### src/rtl/lcd_command_sequencer_if.sv
// Command request / byte stream handshake between the LCD text feed,
// the command sequencer and the SPI byte transmitter.
interface lcd_command_sequencer_if;
  logic         i_cmd_clear;
  logic         i_cmd_line1;
  logic         i_cmd_line2;
  logic [127:0] i_dat_line1;
  logic [127:0] i_dat_line2;
  logic         o_command_ready;
  logic [7:0]   o_tx_byte;
  logic         o_tx_valid;
  logic         o_tx_last;
  logic         i_tx_ready;

  modport slave (
    input  i_cmd_clear, i_cmd_line1, i_cmd_line2, i_dat_line1, i_dat_line2, i_tx_ready,
    output o_command_ready, o_tx_byte, o_tx_valid, o_tx_last
  );

  modport master (
    output i_cmd_clear, i_cmd_line1, i_cmd_line2, i_dat_line1, i_dat_line2, i_tx_ready,
    input  o_command_ready, o_tx_byte, o_tx_valid, o_tx_last
  );
endinterface

### src/rtl/lcd_command_sequencer.sv
// Turns single LCD commands (clear, line 1, line 2) into PMOD CLS escape
// sequences streamed one byte per accepted handshake toward the SPI driver.
module lcd_command_sequencer #(
  parameter int unsigned parm_hold_cycles = 40
) (
  input  logic                    i_clk_40mhz,
  input  logic                    i_rst_40mhz,
  lcd_command_sequencer_if.slave  bus
);

  localparam logic [7:0]  HOLD_LAST = 8'(parm_hold_cycles - 1);
  localparam logic [23:0] SEQ_CLEAR = 24'h1B5B6A;
  localparam logic [47:0] HDR_LINE1 = 48'h1B5B303B3048;
  localparam logic [47:0] HDR_LINE2 = 48'h1B5B313B3048;

  typedef enum logic [1:0] {
    ST_IDLE,
    ST_SEND,
    ST_HOLD
  } state_t;

  state_t       state;
  logic [175:0] shift_q;
  logic [4:0]   remaining;
  logic [7:0]   hold_cnt;

  // Non-printable characters would be interpreted by the display controller,
  // so they are replaced with spaces before being queued.
  function automatic logic [127:0] sanitize_text(input logic [127:0] txt);
    logic [127:0] res;
    logic [7:0]   c;
    res = '0;
    for (int i = 0; i < 16; i++) begin
      c = txt[i*8 +: 8];
      res[i*8 +: 8] = ((c < 8'h20) || (c > 8'h7E)) ? 8'h20 : c;
    end
    return res;
  endfunction

  always_ff @(posedge i_clk_40mhz) begin
    if (i_rst_40mhz) begin
      state     <= ST_IDLE;
      shift_q   <= '0;
      remaining <= '0;
      hold_cnt  <= '0;
    end else begin
      case (state)
        ST_IDLE: begin
          hold_cnt <= '0;
          if (bus.i_cmd_clear) begin
            shift_q   <= {SEQ_CLEAR, 152'd0};
            remaining <= 5'd3;
            state     <= ST_SEND;
          end else if (bus.i_cmd_line1) begin
            shift_q   <= {HDR_LINE1, sanitize_text(bus.i_dat_line1)};
            remaining <= 5'd22;
            state     <= ST_SEND;
          end else if (bus.i_cmd_line2) begin
            shift_q   <= {HDR_LINE2, sanitize_text(bus.i_dat_line2)};
            remaining <= 5'd22;
            state     <= ST_SEND;
          end
        end
        // valid is constant in ST_SEND, so tx_ready alone marks a transfer
        ST_SEND: begin
          if (bus.i_tx_ready) begin
            if (remaining == 5'd1) begin
              shift_q   <= '0;
              remaining <= '0;
              state     <= ST_HOLD;
            end else begin
              shift_q   <= {shift_q[167:0], 8'h00};
              remaining <= remaining - 5'd1;
            end
          end
        end
        ST_HOLD: begin
          if (hold_cnt == HOLD_LAST) begin
            hold_cnt <= '0;
            state    <= ST_IDLE;
          end else begin
            hold_cnt <= hold_cnt + 8'd1;
          end
        end
        default: state <= ST_IDLE;
      endcase
    end
  end

  assign bus.o_command_ready = (state == ST_IDLE);
  assign bus.o_tx_valid      = (state == ST_SEND);
  assign bus.o_tx_last       = (state == ST_SEND) && (remaining == 5'd1);
  assign bus.o_tx_byte       = shift_q[175:168];

endmodule
### src/flat_wrapper.sv
// flat-port wrapper written by rule: the top's interface ports become plain ports
module lcd_command_sequencer_flat 
#(
  parameter int unsigned parm_hold_cycles = 40
)
  (i_clk_40mhz, i_rst_40mhz, bus_i_cmd_clear, bus_i_cmd_line1, bus_i_cmd_line2, bus_i_dat_line1, bus_i_dat_line2, bus_i_tx_ready, bus_o_command_ready, bus_o_tx_byte, bus_o_tx_valid, bus_o_tx_last);
  lcd_command_sequencer_if bus_i ();
  input  logic i_clk_40mhz;
  input  logic i_rst_40mhz;
  input wire logic [$bits(bus_i.i_cmd_clear)-1:0] bus_i_cmd_clear;
  input wire logic [$bits(bus_i.i_cmd_line1)-1:0] bus_i_cmd_line1;
  input wire logic [$bits(bus_i.i_cmd_line2)-1:0] bus_i_cmd_line2;
  input wire logic [$bits(bus_i.i_dat_line1)-1:0] bus_i_dat_line1;
  input wire logic [$bits(bus_i.i_dat_line2)-1:0] bus_i_dat_line2;
  input wire logic [$bits(bus_i.i_tx_ready)-1:0] bus_i_tx_ready;
  output wire logic [$bits(bus_i.o_command_ready)-1:0] bus_o_command_ready;
  output wire logic [$bits(bus_i.o_tx_byte)-1:0] bus_o_tx_byte;
  output wire logic [$bits(bus_i.o_tx_valid)-1:0] bus_o_tx_valid;
  output wire logic [$bits(bus_i.o_tx_last)-1:0] bus_o_tx_last;
  assign bus_i.i_cmd_clear = bus_i_cmd_clear;
  assign bus_i.i_cmd_line1 = bus_i_cmd_line1;
  assign bus_i.i_cmd_line2 = bus_i_cmd_line2;
  assign bus_i.i_dat_line1 = bus_i_dat_line1;
  assign bus_i.i_dat_line2 = bus_i_dat_line2;
  assign bus_i.i_tx_ready = bus_i_tx_ready;
  assign bus_o_command_ready = bus_i.o_command_ready;
  assign bus_o_tx_byte = bus_i.o_tx_byte;
  assign bus_o_tx_valid = bus_i.o_tx_valid;
  assign bus_o_tx_last = bus_i.o_tx_last;
  lcd_command_sequencer #(.parm_hold_cycles(parm_hold_cycles)) u_core (.i_clk_40mhz(i_clk_40mhz), .i_rst_40mhz(i_rst_40mhz), .bus(bus_i));
endmodule
### config.mk
export PLATFORM = sky130hd
export DESIGN_NAME = lcd_command_sequencer_flat
export DESIGN_NICKNAME = d
export VERILOG_FILES = /design/src/rtl/lcd_command_sequencer_if.sv /design/src/rtl/lcd_command_sequencer.sv /design/src/flat_wrapper.sv
export SDC_FILE = /design/constraint.sdc
export NUM_CORES = 1
export LEC_CHECK = 0
export CORE_ASPECT_RATIO = 1.2
export CORE_MARGIN = 5
export CORE_UTILIZATION = 45
export CTS_BUF_LIST = sky130_fd_sc_hd__clkbuf_8 sky130_fd_sc_hd__clkbuf_16
export CTS_CLUSTER_SIZE = 8
export DETAILED_ROUTE_END_ITERATION = 7
export PLACE_DENSITY = 0.75
export SYNTH_ARGS = -nofsm -noshare
export SYNTH_HDL_FRONTEND = slang
export SYNTH_SLANG_ARGS = --single-unit
export TNS_END_PERCENT = 50
### constraint.sdc
create_clock -name i_clk_40mhz -period 5.7 [get_ports i_clk_40mhz]
set_input_delay 1.14 -clock i_clk_40mhz [delete_from_list [all_inputs] [get_ports i_clk_40mhz]]
set_output_delay 1.14 -clock i_clk_40mhz [all_outputs]
set_load 0.02 [all_outputs]
==> results of run 1 <==
-- layer usage --
| metal | global-route usage | wire length, µm | vias to the layer above | part of all wire |
|---|---|---|---|---|
| met5 | 0 | 12 | - | 0.00035 |
| met3 | 0.0424 | 1910 | 75 | 0.056 |
| met2 | 0.445 | 17300 | 440 | 0.51 |
| met4 | 0.0941 | 1050 | 2 | 0.031 |
| li1 | - | - | 5354 | - |
| met1 | 0.321 | 13900 | 5247 | 0.41 |
-- kinds of logic (layout without fill, tap and decap cells) --
kind of cell / Yosys count / after routing / synth area share
xor+xnor: 7 / 7 / 0.00610
fa+ha+maj: 3 / 3 / 0.00373
flops: 191 / 191 / 0.380
compound gates: 348 / 348 / 0.253
buf+inv: 114 / 336 / 0.0478
simple gates: 643 / 643 / 0.309
-- final cells by class --
class | instances | area share
Sequential cell | 191 | 0.284
Clock inverter | 15 | 0.0130
Multi-Input combinational cell | 1001 | 0.429
Clock buffer | 17 | 0.0316
Tap cell | 279 | 0.0260
Inverter | 17 | 0.00475
Timing Repair Buffer | 287 | 0.211
-- power by group --
group          total (W)  internal [W]  leakage [nW]  switching (W)
clock            0.00121      0.000663         0.296       0.000551
combinational   0.000789      0.000357          2.76       0.000431
sequential       0.00150       0.00144          1.57      0.0000673
-- how the worst max path moves through the flow --
stage                             start  cells after the start             endpoint  slack, ns
finish                  bus_i_cmd_clear                      7   u_core.shift_q[80]       1.79
floorplan           u_core.remaining[1]                      6        bus_o_tx_last       2.91
CTS                     bus_i_cmd_clear                      7   u_core.shift_q[10]       1.83
detailed placement      bus_i_cmd_clear                      7   u_core.shift_q[56]       1.38
global placement        bus_i_cmd_clear                      7   u_core.shift_q[64]       1.49
global route            bus_i_cmd_clear                      7  u_core.shift_q[104]       1.54
-- state kept, by name, indices dropped and copies added, names as in the netlist --
name and count:
u_core.shift_q 176, u_core.state 2, u_core.remaining 5, u_core.hold_cnt 8
-- cells in the final DEF, fill, tap and decap left out, types with 3 or more instances in the layout --
cell and n:
nor4_1 41, buf_4 14, clkdlybuf4s50_1 270, dfxtp_1 191
nand2_1 169, nor3b_1 8, clkinv_4 3, and3_1 11
a221oi_1 94, clkbuf_16 17, a22o_1 10, and4_1 5
nor2b_1 6, xnor2_1 3, inv_6 3, a311oi_1 17
ha_1 3, a211oi_1 63, o41ai_1 4, nor4_4 5
nand3_1 25, inv_1 16, or4b_1 4, o22ai_1 3
o21ai_0 27, a21oi_1 85, nand4_1 30, nand2b_1 10
nor2_1 213, xor2_1 4, inv_8 4, nor4b_1 18
o211a_1 3, a31oi_1 6, nor3_1 85, a2111oi_0 13
-- per-stage QoR --
stage,hold WS (ns),instance area [µm²]
4_1_cts,0.454,13400
3_3_place_gp,0.437,12800
6_report,0.451,13400
2_1_floorplan,0.427,10100
3_5_place_dp,0.443,12800
5_1_grt,0.465,13400
-- synthesized netlist by cell type, drive strengths merged (4+ instances only) --
cell     count
nor3        85
nor4b       18
buf         28
inv         17
dfxtp      191
a311oi      17
nor3b        8
a21oi       85
nand2      169
a2111oi     17
nor2       214
and3        11
o41ai        4
xor2         4
a211oi      65
nand3       25
or4b         4
nor4        46
and4         5
nand2b      10
a22o        10
clkbuf      69
a221oi      94
o21ai       27
a31oi        6
nor2b        6
nand4       30
-- worst min-delay path, stage by stage (launching register included) --
cell and delay (ns):
dfxtp_1 0.31, nand2_1 0.05, a21oi_1 0.05
==> flow_summary.ini, run 1 <==
[run_status]
outcome = complete, no violations

[cts]
insertion_delay_ns = 0.43
root_buffer = clkbuf_16
cts_max_level = 4
cts_buffers = 17
clkTransAtPathRegs_ns = 0.07
postCtsSetupRepairBufs = 0
cts_buffer_depth = 2
post_cts_resized = 0
clock-sinks = 191
cts_tree = built
cts_hold_buf = 0

[setup_path]
reg2reg_depth = 6
crit_family = simple AND/OR/NAND/NOR gates
end_kind = register
r2r_start = u_core.state[0]
arrival_ns = 4.24
worstPathCellList = clkdlybuf4s50_1, nor4_1, a211oi_4, buf_4, nand2_1, a311oi_1, nor4_1
crit_top_cell = nor4_1
cp_max_fo = 50
crit_buf_inv = 2
slowest_delay_ns = 0.93
critPathRequiredTime_ns = 6.03
rrSetupSlack_ns = 2.35
r2r_end = u_core.shift_q[34]
start_kind = input pin
path_class = in2reg
crit_slowest_cell = nand2_1

[logic_synthesis]
avgSynthCellArea_um2 = 7.70
syn-cell-area_um2 = 10100
synth_cells = 1306
ys_seq_area_frac = 0.380
synth_cell_types = 59
synth_warnings = 0
synth_edf_count = 0
synthFlopType = dfxtp_1
synth.ff_latch_count = 191
synth_nets = 1571
ys_top_cells_by_area = dfxtp_1, a221oi_1, nor2_1
synth_top_cell_by_area = dfxtp_1
async_reset_ff_frac = 0
yosys.area.top_type_share = 0.380

[finish]
syn2layout_area_growth_pct = 33.7
multiInputGateArea_um2 = 5770
nets = 1780
insertedDiodeCount = 0
drive_above_1_share = 0.0432
post-route-util = 0.605
final_cells = 1807
fillCellCount = 2007
seq_area_um2 = 3820

[sta]
fin_setup_tns_ns = 0
hold_violations = 0
min_period_ns = 3.91
worst_slew_pin_slew_ns = 1.20
worst_slack_ns = 1.79
maxSlewViolCount = 0
fin_skew_ns = 0.0146
max_freq_ghz = 0.256
setup_violations = 0
period_share = 0.686
grt_setup_unrepaired = no
max_slew_margin = 0.201

[worst_hold_path]
min_from = u_core.shift_q[31]
holdPathEnd = u_core.shift_q[39]
worstHoldPathType = reg2reg
hold_depth = 2

[placed_design]
place_hpwl_mm = 25.2
placed_cells = 1774
port_buffers = 272
gp_congestion = 0.914
post-place-ws_ns = 1.38

[die]
rows = 60
core_um2 = 22200
io_pins = 273
die_y_um = 174
die-width_um = 146
die_area_um2 = 25400
start_util = 0.452

[detailed_routing]
drt-wirelength-per-cell_um = 18.9
drc = 0
initialDrtViolationCount = 962
ant_nets = 0
wirelength_mm = 34.2
routed_via_density = 6.15
vias = 11118
drt_first_pass_iters = 6

[grt]
grt_use_total = 0.257
grt_pass1_wl_mm = 54.0
grt_pass1_vias = 10652
antenna_found_initial = 1
overflow = 0
grt_max_degree = 89

[power]
power_density_nw_per_um2 = 261
finalPower_w = 0.00351
ir_worst_vdd_mv = 0.164
p_leak_nw = 4.62

[run]
drv_cap = 0
Power figures use the tool's default switching activity.
==> run 2: changes to the inputs <==
==> constraint.sdc (replaced) <==
create_clock -name i_clk_40mhz -period 3.95 [get_ports i_clk_40mhz]
set_input_delay 0.79 -clock i_clk_40mhz [delete_from_list [all_inputs] [get_ports i_clk_40mhz]]
set_output_delay 0.79 -clock i_clk_40mhz [all_outputs]
set_load 0.02 [all_outputs]
==> run 2 against run 1 <==
Effect of this change: first-iteration DRC count increased by 1.6%; via count increased by 1.8%; die area unchanged; hold slack got worse by 0.00076 ns; wire length increased by 3.2%; sequential cell count unchanged; power increased by 48%; global-route usage increased by 0.59 points.
==> flow_summary.ini, run 2 (synthesized netlist as in run 1, its figures left out) <==
[finish]
largest_reg_flops = 176
drive_above_1_share = 0.0506
layout_common_cells = clkdlybuf4s50_1, nor2_1, dfxtp_1, nand2_1, a221oi_1
regMostFlops = u_core.shift_q
final_cells = 1821
layout_commonest_cell = clkdlybuf4s50_1
reg.largest.list = u_core.shift_q x176, u_core.hold_cnt x8, u_core.remaining x5
syn2layout_area_growth_pct = 35.1
nets = 1793

[cts]
insertion_delay_ns = 0.43
postCtsSetupRepairBufs = 0
cts_hold_buf = 0
root_buffer = clkbuf_16
cts_buffer_depth = 2
clkTransAtPathRegs_ns = 0.07
post_cts_resized = 0
cts_tree = built
cts_buffers = 17
clock-sinks = 191
cts_max_level = 4

[sta]
min_period_ns = 3.24
max_slew_margin = 0.255
setup_violations = 0
fin_setup_tns_ns = 0
period_share = 0.820
worst_slew_pin_slew_ns = 1.12
max_freq_ghz = 0.309
maxSlewViolCount = 0
grt_setup_unrepaired = no
hold_violations = 0
fin_skew_ns = 0.00787

[worst_hold_path]
holdPathEnd = u_core.shift_q[127]
hold_depth = 2
worstHoldPathType = reg2reg
min_from = u_core.shift_q[119]

[grt]
overflow = 0
grt_pass1_vias = 10820
grt_use_total = 0.263
grt_pass1_wl_mm = 54.9
antenna_found_initial = 1
grt_max_degree = 103

[setup_path]
slowest_delay_ns = 0.69
start_kind = register
cp_max_fo = 14
worstPathCellList = or2b_4, inv_2, clkdlybuf4s50_1
crit_slowest_cell = clkdlybuf4s50_1
r2r_end = u_core.shift_q[102]
critPathRequiredTime_ns = 3.16
rrSetupSlack_ns = 0.84
reg2reg_depth = 7
path_class = reg2out
r2r_start = u_core.state[0]
arrival_ns = 2.45
end_kind = output pin

[power]
p_switching_w = 0.00149
swShare = 0.288
internal_power_w = 0.00368
p_leak_nw = 4.71
power_density_nw_per_um2 = 381
ir_worst_vdd_mv = 0.252
combPwrFrac = 0.226
power_frac_seq = 0.420
clkPwrFrac = 0.354

[die]
rows = 60
io_pins = 273
core_um2 = 22200
die-width_um = 146
die_area_um2 = 25400
die_y_um = 174
start_util = 0.452

[placed_design]
place_hpwl_mm = 26.0
placed_cells = 1788
gp_congestion = 0.898
port_buffers = 272

[run_status]
outcome = complete, no violations

[detailed_routing]
routed_via_density = 6.21
drc = 0
initialDrtViolationCount = 977
drt_first_pass_iters = 8
vias = 11314
drt-wirelength-per-cell_um = 19.4
ant_nets = 0
wirelength_mm = 35.3

[run]
drv_cap = 0
-- run 2: per-stage QoR --
step                utilization  total power, W  hold slack [ns]  worst slack (ns)  instance area [µm²]
CTS                       0.611         0.00517            0.453             0.742                13600
detailed placement        0.583         0.00336            0.443             0.468                13000
floorplan                     -         0.00280            0.427              1.51                10100
global route              0.611         0.00539            0.464             0.644                13600
finish                    0.611         0.00517            0.450             0.711                13600
global placement          0.583         0.00334            0.437             0.501                13000
-- run 2: cell type report --
type,count,area (µm²)
Antenna cell,1,2.50
Clock buffer,18,439
Clock inverter,14,188
Fill cell,1998,8630
Inverter,17,63.8
Multi-Input combinational cell,1001,5770
Sequential cell,191,3820
Tap cell,279,349
Timing Repair Buffer,300,2950
-- run 2: worst max path at each step --
stage	startpoint	to	slack, ns	cells after the start
3_5_place_dp	bus_i_cmd_line2	u_core.shift_q[134]	0.47	7
4_1_cts	u_core.state[0]	bus_o_tx_valid	0.74	3
3_3_place_gp	bus_i_tx_ready	u_core.shift_q[141]	0.50	7
5_1_grt	u_core.state[0]	bus_o_tx_valid	0.64	3
6_report	u_core.state[0]	bus_o_tx_valid	0.71	3
2_1_floorplan	u_core.remaining[1]	bus_o_tx_last	1.51	6
-- run 2: worst max-delay path, delay by kind of cell (launching register included) --
family / cells / cell delay, ns
buffers and inverters: 2 / 0.97
DFF: 1 / 0.67
and+or+nand+nor: 1 / 0.38
-- run 2: power groups by stage --
stage          clock network (W)  registers [W]  logic [W]
6_report                 0.00183        0.00217    0.00117
5_1_grt                  0.00193        0.00219    0.00127
4_1_cts                  0.00185        0.00217    0.00116
3_5_place_dp                   0        0.00221    0.00115
3_3_place_gp                   0        0.00221    0.00113
2_1_floorplan                  0        0.00217   0.000626
-- run 2: metal layers --
metal / vias to the layer above / share of wire / GRT usage
met5: - / 0 / 0
met4: 0 / 0.046 / 0.128
met3: 107 / 0.067 / 0.0468
met2: 509 / 0.50 / 0.455
met1: 5334 / 0.39 / 0.314
li1: 5364 / - / -
